File: src/rtl/knn_query_sequencer.sv
// Query front-end for the KNN classifier core: byte-pair FIFO, single-query launch FSM, watchdog.
// Optional statistics counters are compiled in with KNN_QUERY_STATS_EN.
module knn_query_sequencer #(
  parameter int unsigned DEPTH   = 4,
  parameter int unsigned TIMEOUT = 1023,
  parameter int unsigned TAG_W   = 4
) (
  input  logic             clk,
  input  logic             rst,
  input  logic             in_valid,
  input  logic [7:0]       in_data,
  output logic             in_ready,
  output logic [7:0]       cls_x,
  output logic [7:0]       cls_y,
  output logic             cls_start,
  input  logic             cls_done,
  input  logic [1:0]       cls_class,
  output logic             res_valid,
  input  logic             res_ready,
  output logic [1:0]       res_class,
  output logic [TAG_W-1:0] res_tag,
  output logic             res_err,
  output logic             busy
`ifdef KNN_QUERY_STATS_EN
  ,
  output logic [15:0]      stat_count,
  output logic [7:0]       stat_err,
  output logic [9:0]       stat_last_lat
`endif
);

  localparam int unsigned PTR_W  = (DEPTH > 1) ? $clog2(DEPTH) : 1;
  localparam int unsigned FILL_W = $clog2(DEPTH + 1);
  localparam int unsigned CNT_W  = (TIMEOUT > 0) ? $clog2(TIMEOUT + 1) : 1;

  typedef enum logic [1:0] {S_IDLE, S_LAUNCH, S_WAIT, S_HOLD} state_t;

  state_t             state_q, state_d;
  logic               phase_q, phase_d;
  logic [7:0]         x_hold_q, x_hold_d;
  logic [15:0]        mem_q [DEPTH];
  logic [PTR_W-1:0]   wr_ptr_q, wr_ptr_d, rd_ptr_q, rd_ptr_d;
  logic [FILL_W-1:0]  count_q, count_d;
  logic               in_ready_q, in_ready_d;
  logic [7:0]         cls_x_q, cls_x_d, cls_y_q, cls_y_d;
  logic               cls_start_q, cls_start_d;
  logic [CNT_W-1:0]   wait_cnt_q, wait_cnt_d;
  logic [TAG_W-1:0]   tag_q, tag_d;
  logic               res_valid_q, res_valid_d;
  logic [1:0]         res_class_q, res_class_d;
  logic [TAG_W-1:0]   res_tag_q, res_tag_d;
  logic               res_err_q, res_err_d;
  logic               busy_q, busy_d;
  logic               accept, push, pop, wait_exit, timeout_hit;

`ifdef KNN_QUERY_STATS_EN
  logic [15:0] stat_count_q, stat_count_d;
  logic [7:0]  stat_err_q, stat_err_d;
  logic [9:0]  stat_last_lat_q, stat_last_lat_d;
`endif

  // Next-state and output computation
  always_comb begin
    state_d     = state_q;
    phase_d     = phase_q;
    x_hold_d    = x_hold_q;
    wr_ptr_d    = wr_ptr_q;
    rd_ptr_d    = rd_ptr_q;
    cls_x_d     = cls_x_q;
    cls_y_d     = cls_y_q;
    cls_start_d = 1'b0;
    wait_cnt_d  = wait_cnt_q;
    tag_d       = tag_q;
    res_valid_d = res_valid_q;
    res_class_d = res_class_q;
    res_tag_d   = res_tag_q;
    res_err_d   = res_err_q;
    pop         = 1'b0;
    wait_exit   = 1'b0;
    timeout_hit = 1'b0;

    accept = in_valid && in_ready_q;
    push   = accept && phase_q;
    if (accept) begin
      phase_d = !phase_q;
      if (!phase_q) x_hold_d = in_data;
    end

    // Counter reads 0 in LAUNCH and k in the k-th WAIT cycle
    case (state_q)
      S_IDLE: begin
        if (count_q != '0) begin
          pop         = 1'b1;
          cls_x_d     = mem_q[rd_ptr_q][15:8];
          cls_y_d     = mem_q[rd_ptr_q][7:0];
          cls_start_d = 1'b1;
          wait_cnt_d  = '0;
          state_d     = S_LAUNCH;
        end
      end
      S_LAUNCH: begin
        wait_cnt_d = wait_cnt_q + CNT_W'(1);
        state_d    = S_WAIT;
      end
      S_WAIT: begin
        wait_cnt_d = wait_cnt_q + CNT_W'(1);
        if (cls_done) begin
          wait_exit   = 1'b1;
          res_class_d = cls_class;
          res_err_d   = 1'b0;
        end else if (wait_cnt_q == CNT_W'(TIMEOUT)) begin
          wait_exit   = 1'b1;
          timeout_hit = 1'b1;
          res_class_d = 2'd0;
          res_err_d   = 1'b1;
        end
        if (wait_exit) begin
          res_valid_d = 1'b1;
          res_tag_d   = tag_q;
          tag_d       = tag_q + TAG_W'(1);
          state_d     = S_HOLD;
        end
      end
      S_HOLD: begin
        if (res_ready) begin
          res_valid_d = 1'b0;
          state_d     = S_IDLE;
        end
      end
      default: state_d = S_IDLE;
    endcase

    if (push) wr_ptr_d = wr_ptr_q + PTR_W'(1);
    if (pop)  rd_ptr_d = rd_ptr_q + PTR_W'(1);
    count_d    = count_q + FILL_W'(push) - FILL_W'(pop);
    in_ready_d = (count_d != FILL_W'(DEPTH));
    busy_d     = (state_d != S_IDLE) || (count_d != '0);

`ifdef KNN_QUERY_STATS_EN
    stat_count_d    = stat_count_q;
    stat_err_d      = stat_err_q;
    stat_last_lat_d = stat_last_lat_q;
    if (wait_exit) begin
      if (stat_count_q != 16'hFFFF) stat_count_d = stat_count_q + 16'd1;
      if (timeout_hit && (stat_err_q != 8'hFF)) stat_err_d = stat_err_q + 8'd1;
      stat_last_lat_d = 10'(wait_cnt_q);
    end
`endif
  end

  always_ff @(posedge clk or negedge rst) begin
    if (!rst) begin
      state_q     <= S_IDLE;
      phase_q     <= 1'b0;
      x_hold_q    <= '0;
      wr_ptr_q    <= '0;
      rd_ptr_q    <= '0;
      count_q     <= '0;
      in_ready_q  <= 1'b1;
      cls_x_q     <= '0;
      cls_y_q     <= '0;
      cls_start_q <= 1'b0;
      wait_cnt_q  <= '0;
      tag_q       <= '0;
      res_valid_q <= 1'b0;
      res_class_q <= '0;
      res_tag_q   <= '0;
      res_err_q   <= 1'b0;
      busy_q      <= 1'b0;
    end else begin
      state_q     <= state_d;
      phase_q     <= phase_d;
      x_hold_q    <= x_hold_d;
      wr_ptr_q    <= wr_ptr_d;
      rd_ptr_q    <= rd_ptr_d;
      count_q     <= count_d;
      in_ready_q  <= in_ready_d;
      cls_x_q     <= cls_x_d;
      cls_y_q     <= cls_y_d;
      cls_start_q <= cls_start_d;
      wait_cnt_q  <= wait_cnt_d;
      tag_q       <= tag_d;
      res_valid_q <= res_valid_d;
      res_class_q <= res_class_d;
      res_tag_q   <= res_tag_d;
      res_err_q   <= res_err_d;
      busy_q      <= busy_d;
    end
  end

  // Payload storage needs no reset; occupancy is tracked by count_q
  always_ff @(posedge clk) begin
    if (push) mem_q[wr_ptr_q] <= {x_hold_q, in_data};
  end

`ifdef KNN_QUERY_STATS_EN
  always_ff @(posedge clk or negedge rst) begin
    if (!rst) begin
      stat_count_q    <= '0;
      stat_err_q      <= '0;
      stat_last_lat_q <= '0;
    end else begin
      stat_count_q    <= stat_count_d;
      stat_err_q      <= stat_err_d;
      stat_last_lat_q <= stat_last_lat_d;
    end
  end

  assign stat_count    = stat_count_q;
  assign stat_err      = stat_err_q;
  assign stat_last_lat = stat_last_lat_q;
`endif

  assign in_ready  = in_ready_q;
  assign cls_x     = cls_x_q;
  assign cls_y     = cls_y_q;
  assign cls_start = cls_start_q;
  assign res_valid = res_valid_q;
  assign res_class = res_class_q;
  assign res_tag   = res_tag_q;
  assign res_err   = res_err_q;
  assign busy      = busy_q;

endmodule

File: config.mk
export PLATFORM = sky130hd
export DESIGN_NAME = knn_query_sequencer
export DESIGN_NICKNAME = d
export VERILOG_FILES = /design/src/rtl/knn_query_sequencer.sv
export SDC_FILE = /design/constraint.sdc
export NUM_CORES = 1
export LEC_CHECK = 0
export CORE_ASPECT_RATIO = 1.75
export CORE_MARGIN = 2
export CORE_UTILIZATION = 57
export DETAILED_ROUTE_END_ITERATION = 10
export GPL_TIMING_DRIVEN = 0
export PLACE_DENSITY = 0.89
export SLEW_MARGIN = 20
export SYNTH_ARGS = -nofsm -noshare
export SYNTH_HDL_FRONTEND = slang
export SYNTH_SLANG_ARGS = --single-unit
File: constraint.sdc
create_clock -name clk -period 4.24 [get_ports clk]
set_clock_uncertainty 0.2 [all_clocks]
set_input_delay 0.848 -clock clk [delete_from_list [all_inputs] [get_ports clk]]
set_output_delay 0.848 -clock clk [all_outputs]
set_load 0.1 [all_outputs]
Word level (Yosys, flattened, before mapping)
Memory sizes are Yosys's and may differ from the RTL's. A register that Yosys moved wholly into a read port is not among the register bits.
Index checks and enable logic that the tools add are counted.
{"block": "op_classes", "reduce_logical": 19, "n_addsub": 6, "mux": 20, "n_eq_ne": 8, "n_bitwise": 1}
{"operator": "case mux 10 bit (2 select lines)", "count": 1}
{"operator": "two-way mux 1 bit", "count": 11}
{"operator": "adder 10 x 1 -> 10 bit, second input constant", "count": 1}
{"operator": "== test 10 bit, second input constant", "count": 1}
{"operator": "two-way mux 10 bit", "count": 1}
{"operator": "two-way mux 2 bit", "count": 5}
{"operator": "AND reduction 2 bit", "count": 5}
{"operator": "case mux 2 bit (4 select lines)", "count": 1}
{"operator": "nonzero test 2 bit", "count": 4}
{"operator": "inequality test 2 bit, second input constant", "count": 3}
{"operator": "nonzero test 3 bit", "count": 2}
{"operator": "adder 2 x 1 -> 2 bit, second input constant", "count": 2}
{"operator": "adder 4 x 1 -> 4 bit, second input constant", "count": 1}
{"operator": "== test 2 bit, second input constant", "count": 2}
{"operator": "adder 3 x 1 -> 3 bit", "count": 1}
{"operator": "inequality test 3 bit, second input constant", "count": 1}
{"operator": "AND reduction 3 bit", "count": 1}
{"operator": "subtractor 3 x 1 -> 3 bit", "count": 1}
{"operator": "== test 2 x 1 -> 1 bit, second input constant", "count": 1}
{"operator": "logical AND 1 bit", "count": 2}
{"operator": "logical NOT 1 bit", "count": 2}
{"operator": "logical NOT 2 bit", "count": 1}
{"operator": "case mux 1 bit (2 select lines)", "count": 1}
{"operator": "OR reduction 2 bit", "count": 1}
{"operator": "2 further kinds", "count": 2}
{"block": "totals", "output_inout_bits": 27, "register_bits": 43, "wordCells": 70, "mem_bits_rw": 64, "mem_count": 1, "input_bits": 15}
{"name": "mem_q", "depth": 4, "word_bits": 16, "rd": 1, "rd_ports_with_merged_regs": 1, "wr": 1, "line_no": "41", "rtl": "logic [15:0] mem_q [DEPTH];"}

Depth between registers and ports, before layout
Gate-level depths: netlist of the first run.
{"block": "depth", "ltp_word": 8, "depth_mapped": 15, "ltp_nobuf": 12}

Least setup slack after synthesis of the first run
Ideal clock, no wire load.
{"block": "synth_path", "path_kind": "register -> register", "start": "register in_ready_q, in the netlist in_ready", "end": "register busy_q, in the netlist busy", "path_stages_with_launch": 12, "slack_ns": 1.198, "n_path_buf": 1, "setup_time_ns": 0.139, "t_required_ns": 3.901, "t_arrival_ns": 2.703, "synth_period_minus_slack_ns": 3.042, "path_cell_list": "dfstp_2 -> and3_1 -> clkbuf_1 -> inv_1 -> ha_1 -> inv_1 -> ha_1 -> fa_1 -> xnor2_1 -> xnor2_1 -> nor3_1 -> o2111ai_1"}
{"block": "synth_via", "elab_chain_cells": 6}
{"element": "start: declaration", "line_no": "44", "rtl": "logic in_ready_q, in_ready_d;"}
{"element": "start signal: assignment", "line_no": "177", "rtl": "in_ready_q <= in_ready_d;"}
{"element": "logical AND 1 bit", "line_no": "82", "rtl": "accept = in_valid && in_ready_q;"}
{"element": "logical AND 1 bit", "line_no": "83", "rtl": "push = accept && phase_q;"}
{"element": "adder 3 x 1 -> 3 bit", "line_no": "135", "rtl": "count_d = count_q + FILL_W'(push) - FILL_W'(pop);"}
{"element": "subtractor 3 x 1 -> 3 bit", "line_no": "135"}
{"element": "named net count_d[2]", "line_no": "43", "rtl": "logic [FILL_W-1:0] count_q, count_d;"}
{"element": "nonzero test 3 bit", "line_no": "137", "rtl": "busy_d = (state_d != S_IDLE) || (count_d != '0);"}
{"element": "logical OR 1 bit", "line_no": "137"}
{"element": "named net busy_d", "line_no": "53", "rtl": "logic busy_q, busy_d;"}
{"element": "end signal: assignment", "line_no": "187", "rtl": "busy_q <= busy_d;"}
{"element": "end: declaration", "line_no": "53"}
The timed path passes the listed nets, and every way through them passes these cells.
A chain may end at the register's enable or synchronous reset.

Worst setup path in the final report of the first run
{"block": "layout_path", "start": "register count_q[1]", "end": "register busy_q, in the netlist busy"}
{"block": "layout_via", "elab_chain_cells": 6, "elab_cells_between_ends": 10, "cone_classes": "2 x add/sub; 4 x mux; 4 x reduce/logical"}
{"element": "start: declaration", "line_no": "43"}
{"element": "start signal: assignment", "line_no": "176", "rtl": "count_q <= count_d;"}
{"element": "nonzero test 3 bit", "line_no": "92", "rtl": "if (count_q != '0) begin"}
{"element": "two-way mux 1 bit (2 in a row)"}
{"element": "named net cls_start_d", "line_no": "46", "rtl": "logic cls_start_q, cls_start_d;"}
{"element": "subtractor 3 x 1 -> 3 bit", "line_no": "135"}
{"element": "named net count_d[2]", "line_no": "43"}
{"element": "nonzero test 3 bit", "line_no": "137"}
{"element": "logical OR 1 bit", "line_no": "137"}
{"element": "named net busy_d", "line_no": "53"}
The timed path passes the listed nets, and every way through them passes these cells.

==> results of run 1 <==
cells in the final DEF (no fill, tap or decap), types with 3 or more instances in the layout:
| master | n |
|---|---|
| clkbuf_16 | 17 |
| xor2_1 | 5 |
| mux2_2 | 8 |
| clkinvlp_4 | 5 |
| inv_1 | 12 |
| and3_1 | 3 |
| mux4_2 | 16 |
| nand3_1 | 6 |
| bufinv_16 | 3 |
| ha_1 | 13 |
| mux2_4 | 5 |
| clkbuf_1 | 5 |
| dfrtp_1 | 58 |
| edfxtp_1 | 64 |
| nor2_1 | 11 |
| buf_2 | 5 |
| o21ai_0 | 8 |
| a21oi_1 | 5 |
| clkdlybuf4s50_1 | 40 |
| xnor2_1 | 9 |
| nand2_1 | 58 |
| and2_1 | 5 |
| inv_6 | 3 |
flip-flops by register name, summed over array words and instances, names as in the netlist, 3 cells and up:
name and count:
res_tag 4, count_q 3, cls_y 8, tag_q 4, wait_cnt_q 10, cls_x 8, x_hold_q 8, mem_q 64
metrics by stage:
step           hold WS (ns)  instances
4_1_cts              0.0632        518
2_1_floorplan         0.246        327
6_report             0.0713        518
3_5_place_dp          0.265        486
5_1_grt              0.0683        518
3_3_place_gp          0.263        485
layer usage:
metal | wire (microns) | global-route usage | up-vias
met5 | 0 | 0 | -
met4 | 286 | 0.132 | 0
met3 | 364 | 0.0700 | 24
met1 | 3590 | 0.253 | 1484
li1 | - | - | 1298
met2 | 5660 | 0.402 | 104
logic make-up (layout without fill, tap and decap cells):
| logic type | count (synthesis) | count (layout) | synth area share |
|---|---|---|---|
| AOI/OAI and AO/OA | 28 | 28 | 0.0428 |
| xor gates and xnor gates | 14 | 14 | 0.0245 |
| adders and majority gates | 14 | 14 | 0.0365 |
| buffers and inverters | 24 | 98 | 0.0225 |
| DFF | 123 | 123 | 0.680 |
| muxes | 29 | 29 | 0.105 |
| and+or+nand+nor | 95 | 95 | 0.0884 |
how the worst max path moves through the flow:
stage	start	end	slack (ns)	cells past startpoint
after floorplan	in_ready	busy	1.20	11
after global placement	rst	cls_y[5]	0.26	1
after detailed placement	in_valid	busy	0.48	12
after CTS	count_q[1]	busy	0.62	14
after global routing	state_q[1]	busy	0.43	15
final	count_q[1]	busy	0.62	14
layout make-up:
class                   instances  area share
repair buffers                 42      0.0704
plain buffers                  11     0.00951
clock buffers                  18      0.0694
clock inverters                14      0.0277
flip-flops and latches        123       0.550
multi-input cells             180       0.240
inverters                      13     0.00870
well taps                     117      0.0237
worst reg2reg max path, stage by stage (launching register included):
cell and delay (ns):
dfrtp_1 0.42, nor3_4 0.33, nand2b_4 0.19, buf_6 0.16, inv_6 0.06, buf_2 0.19
buf_2 0.23, ha_1 0.31, inv_1 0.04, ha_1 0.18, fa_1 0.39, xnor2_1 0.23
xnor2_1 0.15, nor3_1 0.25, o2111ai_1 0.16
==> flow_summary.ini, run 1 <==
[synth]
yosys_register_bits = 123
yosysTopAreaCellShare = 0.384
ys_seq_area_frac = 0.680
yosysWarnings = 0
yosys.area.top_type = edfxtp_1
synth_area_sq_um = 5000
syn_area_per_cell_sq_um = 15.3
synth_cell_types = 45
synth_async_sr_flop_share = 0.480
synth_edf_count = 64
synth_common_cells = 64 x edfxtp_1, 58 x dfrtp_1, 58 x nand2_1
syn_nets = 356
synth_cells = 327
synth_ff_type = edfxtp_1
synth_area_leaders = edfxtp_1 38%, dfrtp_1 29%, mux4_2 7.2%
synthMostInstantiatedCell = edfxtp_1

[critical_path]
cp_slowest_cell = dfrtp_1
path_class = flip-flop to flip-flop
cp.arrival_ns = 3.69
critical-path-top-delay-family = adder cells
path_buf_inv = 5
crit_chain = nor3_4 > nand2b_4 > buf_6 > inv_6 > buf_2 > buf_2 > ha_1 > inv_1 > ha_1 > fa_1 > xnor2_1 > xnor2_1 > nor3_1 > o2111ai_1
max_stage_delay_ns = 0.42
rr_worst_depth = 14
cp.required_ns = 4.31
reg2reg_from = count_q[1]
cp_max_fo = 11
worstReg2RegEnd = busy
crit_path_end_kind = flip-flop
r2r_setup_slack_ns = 0.62
crit_path_start_kind = flip-flop

[clock_tree]
cts.clk_slew.worst_paths_ns = 0.05
ctsResizeCount = 0
postCtsSetupBuffers = 0
cts_root_buf = clkbuf_16
htree_levels = 4
clockBufferDepth = 2
cts_tree = built
cts_hold_buf = 0
cts.sinks = 123
worstSkewPairLatency_ns = 0.41
cts-buffers-inserted = 17

[placement]
pre_cts_ws_ns = 0.477
placed_cell_area_sq_um = 5580
place_hpwl_microns = 6230
io_buffers = 41
gp_congestion = 0.808

[route]
routedWlPerCell_microns = 19.1
routed-via-count = 2910
postRouteAntennaNets = 0
vias_per_cell = 5.62
first_pass_iters = 4
drt-total-wl_microns = 9900
drc_errors = 0
drt_iter0_drc = 175

[sta]
hold_viol_final = 0
setup_tns_ns = 0
finalCritPeriodShare = 0.854
setup_viol = 0
tightest_slew_ns = 0.987
fmax_mhz = 276
worst_slack_ns = 0.619
relSlewSlack = 0.340
fin_crit_ns = 3.62
final-max-slew-violation-count = 0
rsz0062_at_grt = no

[grt]
grt_pass1_wl_microns = 15900
antenna_found_initial = 0
grt_max_degree = 50
grt_use_total = 0.236
overflow = 0
grt_pass1_vias = 3116

[final_layout]
diodes = 0
seq_area_sq_um = 3400
multi_input_area_sq_um = 1490
fin_util = 0.718
area_growth_syn_to_layout_pct = 23.7
post-route-cell-area_sq_um = 6180
drive_above_1_share = 0.195
n_fill_cell = 482
nNetsFinal = 417

[die]
die_y_microns = 128
die_x_microns = 74.8
die_area_sq_um = 9560
rows = 45
ios = 42
initial_core_util = 0.580
design.core.area_sq_um = 8610

[flow_run]
cap_violations = 0

[run_status]
outcome = completed

[hold_path]
hp-class = input pin to async pin
Power of run 1 is not shown: default switching activity piles up to over one toggle a cycle in this logic, so the estimate is an artifact.
==> inputs of run 2 (changes only) <==
- CORE_UTILIZATION: 57 -> 25
- GPL_ROUTABILITY_DRIVEN: not set -> 0
- PLACE_DENSITY: 0.89 -> 0.51
- clock period: 4.24 -> 3.69 ns (I/O delays scaled with it)
==> flow_summary.ini, run 2 (synthesis results as in run 1) <==
[run_status]
outcome = completed

[route]
postRouteAntennaNets = 0
drt_iter0_drc = 118
routedWlPerCell_microns = 15.8
first_pass_iters = 4
drc_errors = 0
vias_per_cell = 4.28
routed-via-count = 2767
drt-total-wl_microns = 10200

[clock_tree]
cts_root_buf = clkbuf_16
ctsResizeCount = 0
worstSkewPairLatency_ns = 0.41
cts_hold_buf = 0
cts-buffers-inserted = 17
clockBufferDepth = 2
postCtsSetupBuffers = 0
cts_tree = built
cts.clk_slew.worst_paths_ns = 0.06
cts.sinks = 123
htree_levels = 4

[final_layout]
largest_reg_flops = 64
diodes = 0
largest-register = mem_q
area_growth_syn_to_layout_pct = 26.1
n_fill_cell = 1896
reg_top3 = mem_q x64, wait_cnt_q x10
nNetsFinal = 417
final_cell_mix = 64 x edfxtp_1, 58 x nand2_1, 58 x dfrtp_1, 40 x clkdlybuf4s50_1, 17 x clkbuf_16
final_common_cell = edfxtp_1
post-route-cell-area_sq_um = 6300
drive_above_1_share = 0.200

[critical_path]
path_class = flip-flop to flip-flop
reg2reg_from = state_q[1]
cp.required_ns = 3.76
crit_path_end_kind = flip-flop
worstReg2RegEnd = busy
rr_worst_depth = 15
cp.arrival_ns = 3.47
cp_max_fo = 11
r2r_setup_slack_ns = 0.29
crit_path_start_kind = flip-flop

[placement]
io_buffers = 41
placed_cell_area_sq_um = 5730
place_hpwl_microns = 6830

[grt]
overflow = 0
grt_use_total = 0.103
grt_pass1_wl_microns = 16500
grt_max_degree = 35
grt_pass1_vias = 2983
antenna_found_initial = 0

[sta]
hold_viol_final = 0
tightest_slew_ns = 1.01
whs_ns = 0.0414
finalCritPeriodShare = 0.921
final-max-slew-violation-count = 0
relSlewSlack = 0.322
rsz0062_at_grt = no
setup_viol = 0
fin_crit_ns = 3.40
fmax_mhz = 294

[die]
die_x_microns = 111
rows = 68
die_y_microns = 191
ios = 42
initial_core_util = 0.254
die_area_sq_um = 21200
design.core.area_sq_um = 19700

[flow_run]
cap_violations = 0

[hold_path]
hp-class = input pin to async pin
-- run 2: changes by cell type in the layout (fill, tap and decap cells not counted), moves of 2 or more --
cell        change
inv_6           +2
clkinv_2        +2
clkinvlp_4      -4
bufinv_16       -2
clkinv_4        +4
-- run 2: metal layers --
layer / vias to the layer above / routed length [microns] / global-route usage
met2: 48 / 5820 / 0.194
li1: 1304 / - / -
met3: 12 / 238 / 0.0244
met4: 0 / 165 / 0.0471
met1: 1403 / 4010 / 0.107
met5: - / 0 / 0
-- run 2: layout make-up --
class / instances / area (sq um) / share of cell area
sequential: 123 / 3400 / 0.540
multi-input combinational: 180 / 1490 / 0.236
timing repair buffer: 42 / 428 / 0.0679
clock buffer: 17 / 425 / 0.0675
tap: 245 / 307 / 0.0486
clock inverter: 15 / 140 / 0.0222
buffer: 11 / 61.3 / 0.00973
inverter: 13 / 53.8 / 0.00854
-- run 2: metrics by stage --
stage          utilization  cells  setup WS (ns)  setup TNS (ns)
2_1_floorplan            -    327          0.648               0
3_3_place_gp         0.291    613         -0.488          -27.90
3_5_place_dp         0.292    614          0.101               0
4_1_cts              0.320    646          0.153               0
5_1_grt              0.321    646        0.00828               0
6_report             0.321    646          0.293               0
-- run 2: critical path, stage by stage, from the launching register on --
cell and delay [ns]:
dfrtp_1 0.42, inv_1 0.11, ha_1 0.27, nand2b_4 0.10
buf_6 0.14, inv_6 0.06, buf_2 0.19, clkbuf_4 0.24
ha_1 0.30, inv_1 0.04, ha_1 0.18, fa_1 0.38
xnor2_1 0.20, xnor2_1 0.12, nor3_1 0.17, o2111ai_1 0.15
-- run 2: how the worst max path moves through the flow --
stage / end / cells past startpoint / from / slack, ns
after floorplan: busy / 11 / in_ready / 0.65
after global placement: cls_x[7] / 1 / rst / -0.49
after detailed placement: busy / 12 / in_valid / 0.10
after CTS: busy / 15 / state_q[1] / 0.15
after global routing: busy / 15 / state_q[1] / 0.008
final: busy / 15 / state_q[1] / 0.29
Power of run 2 is left out for the same reason.
